<file path="config.mk">
export PLATFORM = sky130hd
export DESIGN_NAME = input_arbiter
export DESIGN_NICKNAME = d
export VERILOG_FILES = /design/src/rtl/input_arbiter.sv
export SDC_FILE = /design/constraint.sdc
export NUM_CORES = 1
export LEC_CHECK = 0
export CAP_MARGIN = 20
export CORE_ASPECT_RATIO = 1.25
export CORE_MARGIN = 8
export CORE_UTILIZATION = 40
export CTS_CLUSTER_SIZE = 30
export DETAILED_ROUTE_END_ITERATION = 8
export DONT_BUFFER_PORTS = 1
export GPL_TIMING_DRIVEN = 1
export PLACE_DENSITY = 0.58
export SLEW_MARGIN = 20
export SYNTH_ARGS = -nofsm -noshare
export SYNTH_HDL_FRONTEND = slang
export SYNTH_SLANG_ARGS = --single-unit
</file>
<file path="constraint.sdc">
create_clock -name clk -period 2.7 [get_ports clk]
set_input_delay 0.81 -clock clk [delete_from_list [all_inputs] [get_ports clk]]
set_output_delay 0.81 -clock clk [all_outputs]
set_load 0.01 [all_outputs]
</file>
<file path="src/rtl/input_arbiter.sv">
// Player-input front end: debounces the board buttons and hands input ownership
// between the AI, the board buttons and the SNES gamepad.
module input_arbiter #(
  parameter int unsigned DEBOUNCE_TICKS = 4,
  parameter int unsigned IDLE_TICKS     = 2048,
  parameter int unsigned SELECT_HOLD    = 16
) (
  input  logic       clk,
  input  logic       rst_n,
  input  logic       countdown_en,
  input  logic       btn_up_raw,
  input  logic       btn_down_raw,
  input  logic       gp_present,
  input  logic       gp_up,
  input  logic       gp_down,
  input  logic       gp_a,
  input  logic       gp_b,
  input  logic       gp_start,
  input  logic       gp_select,
  input  logic       ai_up,
  input  logic       game_frozen,
  output logic       button_up,
  output logic       button_down,
  output logic       button_start,
  output logic [1:0] mode,
  output logic       mode_change
);

  localparam logic [1:0] ST_AI      = 2'd0;
  localparam logic [1:0] ST_BUTTON  = 2'd1;
  localparam logic [1:0] ST_GAMEPAD = 2'd2;

  localparam logic [3:0]  DB_LIM   = 4'(DEBOUNCE_TICKS);
  localparam logic [11:0] IDLE_LIM = 12'(IDLE_TICKS);
  localparam logic [5:0]  SEL_LIM  = 6'(SELECT_HOLD);

  logic [1:0]  sync1_q, sync2_q;
  logic        db_up_q, db_up_d, db_down_q, db_down_d;
  logic [3:0]  db_up_cnt_q, db_up_cnt_d, db_down_cnt_q, db_down_cnt_d;
  logic [1:0]  state_q, state_d;
  logic [11:0] idle_q, idle_d;
  logic [5:0]  sel_q, sel_d;
  logic        armed_q, armed_d;
  logic        gp_present_q;
  logic        up_q, up_d, down_q, down_d, start_q, start_d;
  logic        mode_change_q, mode_change_d;

  logic gp_act, btn_act, human_act, gp_fall, to_ai, changing, owner_quiet;

  // Returns {debounced, count}: counter only advances while the synchronized
  // input disagrees with the debounced value.
  function automatic logic [4:0] db_step(input logic s, input logic d,
                                         input logic [3:0] c, input logic en);
    logic [3:0] nxt;
    nxt = c + 4'd1;
    db_step = {d, c};
    if (s == d) begin
      db_step = {d, 4'd0};
    end else if (en) begin
      if (nxt == DB_LIM) db_step = {~d, 4'd0};
      else               db_step = {d, nxt};
    end
  endfunction

  always_comb begin
    {db_up_d, db_up_cnt_d}     = db_step(sync2_q[0], db_up_q, db_up_cnt_q, countdown_en);
    {db_down_d, db_down_cnt_d} = db_step(sync2_q[1], db_down_q, db_down_cnt_q, countdown_en);
  end

  always_comb begin
    gp_act    = gp_present & (gp_up | gp_down | gp_a | gp_b | gp_start);
    btn_act   = db_up_q | db_down_q;
    human_act = gp_act | btn_act;
    gp_fall   = gp_present_q & ~gp_present;
    to_ai     = ((idle_q == IDLE_LIM) || (sel_q == SEL_LIM)) && !human_act;

    state_d = state_q;
    case (state_q)
      ST_AI: begin
        if (gp_act)       state_d = ST_GAMEPAD;
        else if (btn_act) state_d = ST_BUTTON;
      end
      ST_BUTTON: begin
        if (to_ai)       state_d = ST_AI;
        else if (gp_act) state_d = ST_GAMEPAD;
      end
      ST_GAMEPAD: begin
        if (gp_fall)                  state_d = ST_BUTTON;
        else if (to_ai)               state_d = ST_AI;
        else if (btn_act && !gp_act)  state_d = ST_BUTTON;
      end
      default: state_d = ST_AI;
    endcase
    changing = (state_d != state_q);

    idle_d = idle_q;
    if (human_act || !game_frozen || state_q == ST_AI) idle_d = '0;
    else if (countdown_en && idle_q != IDLE_LIM)       idle_d = idle_q + 12'd1;

    sel_d = '0;
    if (gp_present && gp_select && game_frozen) begin
      if (sel_q == SEL_LIM)  sel_d = '0;
      else if (countdown_en) sel_d = sel_q + 6'd1;
      else                   sel_d = sel_q;
    end

    case (state_q)
      ST_BUTTON:  owner_quiet = !db_up_q && !db_down_q;
      ST_GAMEPAD: owner_quiet = !(gp_up | gp_down | gp_a | gp_b | gp_start);
      default:    owner_quiet = !ai_up;
    endcase

    // The press that claims ownership is swallowed until the new owner goes quiet.
    armed_d = armed_q;
    if (changing && state_d != ST_AI) armed_d = 1'b0;
    else if (!armed_q && owner_quiet) armed_d = 1'b1;

    up_d    = 1'b0;
    down_d  = 1'b0;
    start_d = 1'b0;
    if (!changing && armed_q) begin
      case (state_q)
        ST_AI: begin
          up_d    = ai_up;
          start_d = ai_up;
        end
        ST_BUTTON: begin
          up_d    = db_up_q;
          down_d  = db_down_q;
          start_d = db_up_q;
        end
        ST_GAMEPAD: begin
          up_d    = gp_up | gp_a;
          down_d  = gp_down | gp_b;
          start_d = gp_start | gp_a;
        end
        default: ;
      endcase
    end
    mode_change_d = changing;
  end

  always_ff @(posedge clk) begin
    if (!rst_n) begin
      sync1_q       <= '0;
      sync2_q       <= '0;
      db_up_q       <= 1'b0;
      db_down_q     <= 1'b0;
      db_up_cnt_q   <= '0;
      db_down_cnt_q <= '0;
      state_q       <= ST_AI;
      idle_q        <= '0;
      sel_q         <= '0;
      armed_q       <= 1'b1;
      gp_present_q  <= 1'b0;
      up_q          <= 1'b0;
      down_q        <= 1'b0;
      start_q       <= 1'b0;
      mode_change_q <= 1'b0;
    end else begin
      sync1_q       <= {btn_down_raw, btn_up_raw};
      sync2_q       <= sync1_q;
      db_up_q       <= db_up_d;
      db_down_q     <= db_down_d;
      db_up_cnt_q   <= db_up_cnt_d;
      db_down_cnt_q <= db_down_cnt_d;
      state_q       <= state_d;
      idle_q        <= idle_d;
      sel_q         <= sel_d;
      armed_q       <= armed_d;
      gp_present_q  <= gp_present;
      up_q          <= up_d;
      down_q        <= down_d;
      start_q       <= start_d;
      mode_change_q <= mode_change_d;
    end
  end

  assign button_up    = up_q;
  assign button_down  = down_q;
  assign button_start = start_q;
  assign mode         = state_q;
  assign mode_change  = mode_change_q;

endmodule

</file>
==> results summary, run 1 <==
After global routing the overflow that remains totals 0. The final clock skew is 3.359 ps. The warning count from the yosys run came out at 0. The largest net degree at the start of global routing came out at 17. The worst-case headroom to the max-slew limit came out at 56.33%. TritonCTS built the clock tree. The share of the Yosys chip area taken by registers is 40.23%. The hold buffer count at cts came out at 0.

The average via count per standard cell came out at 5.286. For this configuration, the core starts out at a cell density of 41.78%. STA classifies the critical path startpoint as a flop. The first-pass detailed-route iteration total is 4. The post-detailed-route DRC marker count is 0.

The final-layout setup total negative slack is 0 ps. For this design the ratio of total power to cell area is 550.1 nW/um2. The height of the die is 94.87 um. The wire length per cell came out at 13.62 um. The die boundary width came out at 79.10 um. Across the run, the number of max-cap violations was 0. The area growth from synthesis to layout came out at 9.114%. Setup repair after global routing left no endpoint under its margin.

The number of buffers and inverters on the critical path is 1. On the final layout, the worst hold slack is 447.6 ps. The flow ran to the end, and the final reports show no timing, DRC or antenna violations.

The worst hold path belongs to the class reg -> reg. When the netlist entered floorplanning its net count stood at 246. The routed via count came out at 1,517.

The critical path data arrival time is 2510 ps. Of all nets on the critical path, the largest fanout is 10. The number of antenna cells inserted is 0. Dividing the final minimum period by the clock period gives 83.78%.

The highest ir drop seen on vdd is 285.3 uV. The slowest stage of the critical path is the sky130_fd_sc_hd__dfxtp_1 cell. The wire length after detailed routing came out at 3.908 mm. The type of the worst setup path is reg -> reg. The core area is 4765 um2.

The fraction of layout cells with a size suffix above 1 came out at 9.692%. The number of placement rows is 28. The average size of a mapped cell is 8.967 um2. The top cell type by area accounts for 40.23% of the synthesized area. The synthesized netlist cell count came out at 222. The cell with the most instances on the worst path is sky130_fd_sc_hd__o31ai_2.

The number of DRC violations after detailed-routing iteration 0 is 80. The CTS buffer count is 5. The synthesized design spends more area on one cell type than any other, namely sky130_fd_sc_hd__dfxtp_1.

For this run, the leading register cell type out of synthesis is sky130_fd_sc_hd__dfxtp_1. The final-report hold violation count came out at 0. The number of distinct library cells after synthesis is 44.

The die area is 7504 um2. The total global routing track utilization is 11.59%. Grouping stages by cell kind, the critical path spends the most delay in compound AO/OA/AOI/OAI gates. CTS saw 40 sinks. The commonest cells after synthesis are sky130_fd_sc_hd__dfxtp_1 (40), sky130_fd_sc_hd__nor2_1 (34), sky130_fd_sc_hd__nand2_1 (25).

At the later pin of the worst-skew pair, clock insertion delay measures 290 ps. In this run the remaining antenna-violating nets after routing total 0. The synthesized netlist occupies a cell area of 1991 um2. sky130_fd_sc_hd__dfxtp_1 is the most common cell in the netlist. The final-report max-slew violation count is 0. In this run the clock root is driven by a sky130_fd_sc_hd__clkbuf_8. The wire-length estimate of the detail-placed layout is 2.935 mm.

Walking the worst path, the cells encountered are inv_1 > ha_1 > o31ai_2 > a32o_1 > a21oi_1 > a32oi_1 > o31ai_2 > nor3b_2 > and3_1. The fraction of registers with async set or reset after synthesis came out at 0%. The number of H-tree levels came out at 2. Sorting the synthesized cells by area gives the leading types as sky130_fd_sc_hd__dfxtp_1 (40%), sky130_fd_sc_hd__xor2_1 (7.0%), sky130_fd_sc_hd__nor2_1 (6.4%), sky130_fd_sc_hd__ha_1 (6.3%), sky130_fd_sc_hd__nand2_1 (4.7%). The number of buffers on the longest clock path is 2.

For the worst setup path, the data required time is 2940 ps. STA classifies the critical path endpoint as a flop. The number of buffers added on ports is 0. After layout, the minimum clock period comes to 2262 ps. The clock-pin slew on the worst setup and hold paths came out at 80 ps. For this run, the post-layout net count is 250.

The count of pins on the block boundary is 20. The leakage dissipation came out at 0.7674 nW. The count of flip-flops with a built-in enable after synthesis came out at 0.

The transition time of the tightest slew-check pin is 650.1 ps. The number of antenna violations at the first check in global routing was 0. The via count of the first global-routing pass came out at 1,517. The final setup violation count came out at 0. The post-cts resize count came out at 0. The first global-routing pass estimated 6.955 mm of wire. The congestion estimate from routability-driven global placement came to 0.8285.

The number of setup buffers added after CTS is 0. The synthesized flop and latch total came out at 40. The delay contributed by the slowest stage of the critical path is 600 ps. The achievable clock frequency is 442.1 MHz.
report_power, final:
part	internal (mW)	switching (mW)	leakage, nW
Sequential	0.603	0.0150	0.324
Clock	0.278	0.225	0.0548
Combinational	0.0364	0.0372	0.388
registers in the layout, summed over array words and instances (netlist names), 2 cells and up:
name	flops
db_down_cnt_q	4
sync2_q	2
mode	2
sync1_q	2
idle_q	12
db_up_cnt_q	4
sel_q	6
layer usage:
metal	GRT usage [%]	part of all wire, %
met3	4.753	5.3
met4	5.882	2.6
met2	18.94	50
met5	0	0
met1	12.64	42
area by class of cell:
| class | instances | area (um2) |
|---|---|---|
| fill | 499 | 2592 |
| multi-input combinational | 172 | 1151 |
| sequential | 40 | 800.8 |
| tap | 60 | 75.07 |
| clock buffer | 5 | 68.82 |
| clock inverter | 3 | 46.29 |
| inverter | 6 | 22.52 |
| timing repair buffer | 1 | 7.507 |
placed cells by master (no fill, tap or decap), types with 6 or more instances in the layout:
cell,netlist,final
sky130_fd_sc_hd__nor3_1,6,6
sky130_fd_sc_hd__o21ai_0,6,6
sky130_fd_sc_hd__xnor2_1,6,6
sky130_fd_sc_hd__ha_1,10,10
sky130_fd_sc_hd__nor2_1,34,34
sky130_fd_sc_hd__inv_1,6,6
sky130_fd_sc_hd__and3_1,6,6
sky130_fd_sc_hd__nand2_1,25,25
sky130_fd_sc_hd__a21oi_1,10,10
sky130_fd_sc_hd__mux2i_1,6,6
sky130_fd_sc_hd__dfxtp_1,40,40
sky130_fd_sc_hd__xor2_1,16,16
per-stage QoR:
step           utilization, %  std cells  instance area (um2)  setup WS (ps)  total power, mW
2_1_floorplan               -        222                 1991          442.4           0.6950
3_3_place_gp            43.17        279                 2057          319.5           0.7065
3_5_place_dp            43.17        279                 2057          316.0           0.7068
4_1_cts                 45.59        287                 2172          429.6            1.211
5_1_grt                 45.59        287                 2172          178.5            1.252
6_report                45.59        287                 2172          438.0            1.195
cell families after synthesis:
family          Yosys count  synth area share (%)
flops                    40                 40.23
xor+xnor                 22                 9.679
compound gates           32                 12.32
mux                       6                 3.017
simple gates            102                 26.52
buf+inv                  10                 1.948
fa+ha+maj                10                 6.285
path summary, 6_finish.rpt:
path                            startpoint      endpoint  cells after the start  slack [ps]
worst max-delay path               mode[1]  button_start                      9         440
worst min-delay path            sync1_q[1]    sync2_q[1]                      1         450
worst max register to register     mode[1]  button_start                      9         440
worst min register to register  sync1_q[1]    sync2_q[1]                      1         450
No activity file was read; power rests on OpenSTA's default activity.
==> run 2, diff against run 1 <==
==> constraint.sdc (replaced) <==
create_clock -name clk -period 2.2 [get_ports clk]
set_input_delay 0.66 -clock clk [delete_from_list [all_inputs] [get_ports clk]]
set_output_delay 0.66 -clock clk [all_outputs]
set_load 0.01 [all_outputs]
==> results summary, run 2 (synthesized netlist as in run 1, its figures left out) <==
The clock latency of the later-clocked register in the worst-skew pair is 300 ps (was 290 ps). The count of filler cells inserted in the layout came out at 491 (was 499). The number of antenna cells inserted is 0 (unchanged). The startpoint of the worst hold path is sync1_q[0] (was sync1_q[1]). The count of pins on the block boundary is 20 (unchanged).

The post-detailed-route count of antenna-violating nets came out at 0 (unchanged). The number of buffers added on ports came out at 0 (unchanged). The highest ir drop seen on vdd came out at 364.6 uV (was 285.3 uV). The final-report max-slew violation count is 0 (unchanged). The buffer cell driving the clock tree root is sky130_fd_sc_hd__clkbuf_8 (unchanged). The cell with the biggest individual delay on the critical path is sky130_fd_sc_hd__a211o_1 (was sky130_fd_sc_hd__dfxtp_1).

The transition time of the tightest slew-check pin came out at 424.0 ps (was 650.1 ps). The placement-stage worst setup slack is -12.50 ps (was 316.0 ps). The first-pass GRT wire length is 6.430 mm (was 6.955 mm). The routed via count is 1,528 (was 1,517). The core area is 4765 um2 (unchanged). The number of placement rows came out at 28 (unchanged). The starting utilization of the core area came to 41.78% (unchanged).

The worst reg-to-reg path cell count was 9 (unchanged). The critical path data arrival time is 2260 ps (was 2510 ps). The CTS buffer count is 5 (unchanged). The number of max-cap violations came out at 0 (unchanged). The total power divided by cell area was 662.7 nW/um2 (was 550.1 nW/um2). The number of DRC violations after detailed-routing iteration 0 is 60 (was 80). The final period utilization is 91.59% (was 83.78%). The post-detailed-route DRC marker count was 0 (unchanged).

The area growth from synthesis to layout is 13.32% (was 9.114%). The register ranked first by flip-flop count is idle_q (unchanged). The final-layout setup total negative slack is 0 ps (unchanged). The internal power contribution is 1.163 mW (was 918.0 uW). The die area came out at 7504 um2 (unchanged). Leading registers by flop count: idle_q: 12 flops, sel_q: 6 flops (unchanged).

The kind of end point of the critical path was a flop (unchanged). The wire length after detailed routing came out at 3.903 mm (was 3.908 mm). The type of origin of the critical path was a flop (unchanged). The delay contributed by the slowest stage of the critical path is 370 ps (was 600 ps). The number of stages on the worst hold path is 1 (unchanged).

The height of the die came out at 94.87 um (unchanged). The final-report hold violation count is 0 (unchanged). The final design area excluding fillers is 2256 um2 (was 2172 um2).

The largest net degree at the start of global routing is 17 (unchanged). The commonest non-fill, non-tap cell in the layout was sky130_fd_sc_hd__dfxtp_1 (unchanged). The via count of the first global-routing pass is 1,463 (was 1,517).

The proportion of power drawn by flip-flops and latches came out at 50.4% (was 51.7%). Run status: completed (unchanged). The maximum fanout along the worst path was 4 (was 10). The shortest clock period the worst path allows after layout was 2015 ps (was 2262 ps). The final weighted congestion of routability-driven global placement is 0.7737 (was 0.8285).

The number of flip-flops under the largest register name is 12 (unchanged). The total global routing track utilization came to 10.88% (was 11.59%). The first-pass detailed-route iteration total came to 4 (unchanged). The global-route congestion overflow total came out at 0 (unchanged).

The endpoint of the worst hold path is sync2_q[0] (was sync2_q[1]). The required time at the endpoint of the critical path came out at 2440 ps (was 2940 ps). The number of H-tree levels came out at 2 (unchanged).

The area of placed instances is 2110 um2 (was 2057 um2). The worst flop-to-flop path startpoint is idle_q[0] (was mode[1]). The fraction of power spent switching nets came out at 22.21% (was 23.17%). The count of nets after finishing came out at 257 (was 250). The number of setup buffers added after CTS was 0 (unchanged).

The type of the worst min-delay path is reg -> reg (unchanged). The achievable clock frequency came to 496.3 MHz (was 442.1 MHz). The final clock skew is 5.085 ps (was 3.359 ps). The number of buffers on the longest clock path came to 2 (unchanged). The fraction of power consumed by combinational cells came out at 6.9% (was 6.2%). The die boundary width came to 79.10 um (unchanged). The number of antenna violations at the first check in global routing came to 0 (unchanged). The half-perimeter wire length after placement is 2.874 mm (was 2.935 mm). The setup slack after layout is 184.9 ps (was 438.0 ps). The clock power share was 42.6% (was 42.1%). The wire length per cell came out at 13.28 um (was 13.62 um). The total number of clock tree sinks is 40 (unchanged). The fraction of layout cells with a size suffix above 1 was 14.10% (was 9.692%). The leakage dissipation is 0.8137 nW (was 0.7674 nW). The average via count per standard cell came out at 5.197 (was 5.286). The clock tree from TritonCTS is done (unchanged). The net switching power came to 332.0 uW (was 276.9 uW). The minimum setup slack among reg-to-reg paths came to 180 ps (was 440 ps). The type of the worst setup path is reg -> reg (unchanged). Leading cell types in the layout, fill and taps excluded: sky130_fd_sc_hd__dfxtp_1 (39), sky130_fd_sc_hd__nor2_1 (34), sky130_fd_sc_hd__nand2_1 (25) (was sky130_fd_sc_hd__dfxtp_1 (40), sky130_fd_sc_hd__nor2_1 (34), sky130_fd_sc_hd__nand2_1 (25)). The clock-pin slew on the worst setup and hold paths came out at 80 ps (about the same). The hold buffer count at cts is 0 (unchanged). The final setup violation count is 0 (unchanged).

Worst-path cell chain: inv_1 > ha_1 > nor4b_2 > nand4_1 > a211o_1 > a22oi_4 > o31ai_2 > nor3b_2 > and3_1 (was inv_1 > ha_1 > o31ai_2 > a32o_1 > a21oi_1 > a32oi_1 > o31ai_2 > nor3b_2 > and3_1). The worst-case headroom to the max-slew limit is 71.56% (was 56.33%). The endpoint of the lowest-slack register-to-register path is button_down (was button_start).
-- run 2: changes by cell type in the layout (fill, tap and decap cells not counted), sizes merged --
cell and change:
buf +7, clkbuf +1, clkinv +1, clkinvlp -1
inv -1
-- run 2: worst max path at each step --
stage | from | end | slack [ps] | depth (start not counted)
global route | mode[0] | button_down | -1 | 8
CTS | idle_q[0] | armed_q | 100 | 9
global placement | gp_down | button_down | -20 | 7
floorplan | gp_down | button_start | 90 | 7
finish | idle_q[0] | button_down | 180 | 9
detailed placement | gp_down | button_down | -10 | 7
-- run 2: area by class of cell --
cell class | instances | area (um2) | share of cell area [%]
clock inverters | 2 | 38.79 | 1.719
well taps | 60 | 75.07 | 3.328
inverters | 6 | 22.52 | 0.9983
flip-flops and latches | 40 | 802.0 | 35.55
multi-input cells | 172 | 1175 | 52.08
clock buffers | 6 | 82.58 | 3.661
repair buffers | 8 | 60.06 | 2.662
-- run 2: power by group through the flow --
stage | combinational [mW] | sequential [mW] | clock (mW)
2_1_floorplan | 0.0819 | 0.771 | 0
3_3_place_gp | 0.105 | 0.772 | 0
3_5_place_dp | 0.103 | 0.772 | 0
4_1_cts | 0.104 | 0.755 | 0.662
5_1_grt | 0.115 | 0.757 | 0.690
6_report | 0.104 | 0.754 | 0.637
-- run 2: worst max-delay path, delay by kind of cell, from the launching register on --
| kind | cells | cell delay (ps) |
|---|---|---|
| AND/OR/NAND/NOR | 4 | 760 |
| AO/OA/AOI/OAI | 3 | 630 |
| adder cells (fa/ha/maj) | 1 | 140 |
| buffers and inverters | 1 | 80 |
| flip-flops | 1 | 340 |
-- run 2: per-layer routing --
metal / wire, um / up-vias / part of all wire, % / track usage (%)
met3: 203 / 10 / 5.2 / 4.183
met4: 82 / 0 / 2.1 / 6.192
met1: 1687 / 705 / 43 / 11.19
met2: 1930 / 25 / 49 / 18.53
met5: 0 / - / 0 / 0
li1: - / 788 / - / -
-- run 2: timing repair --
action                                  4_1_cts  5_1_grt
resized for setup                             0        5
hold endpoints to repair                      0        0
endpoints found under the setup margin        0        5
-- run 2: through the flow --
stage	std cells	hold WS (ps)	utilization (%)	power (mW)
final	294	436.7	47.35	1.495
after global routing	294	460.0	47.35	1.562
after CTS	294	439.7	46.82	1.521
after detailed placement	286	419.9	44.28	0.8752
after global placement	286	414.0	44.28	0.8770
after floorplan	222	411.9	-	0.8529
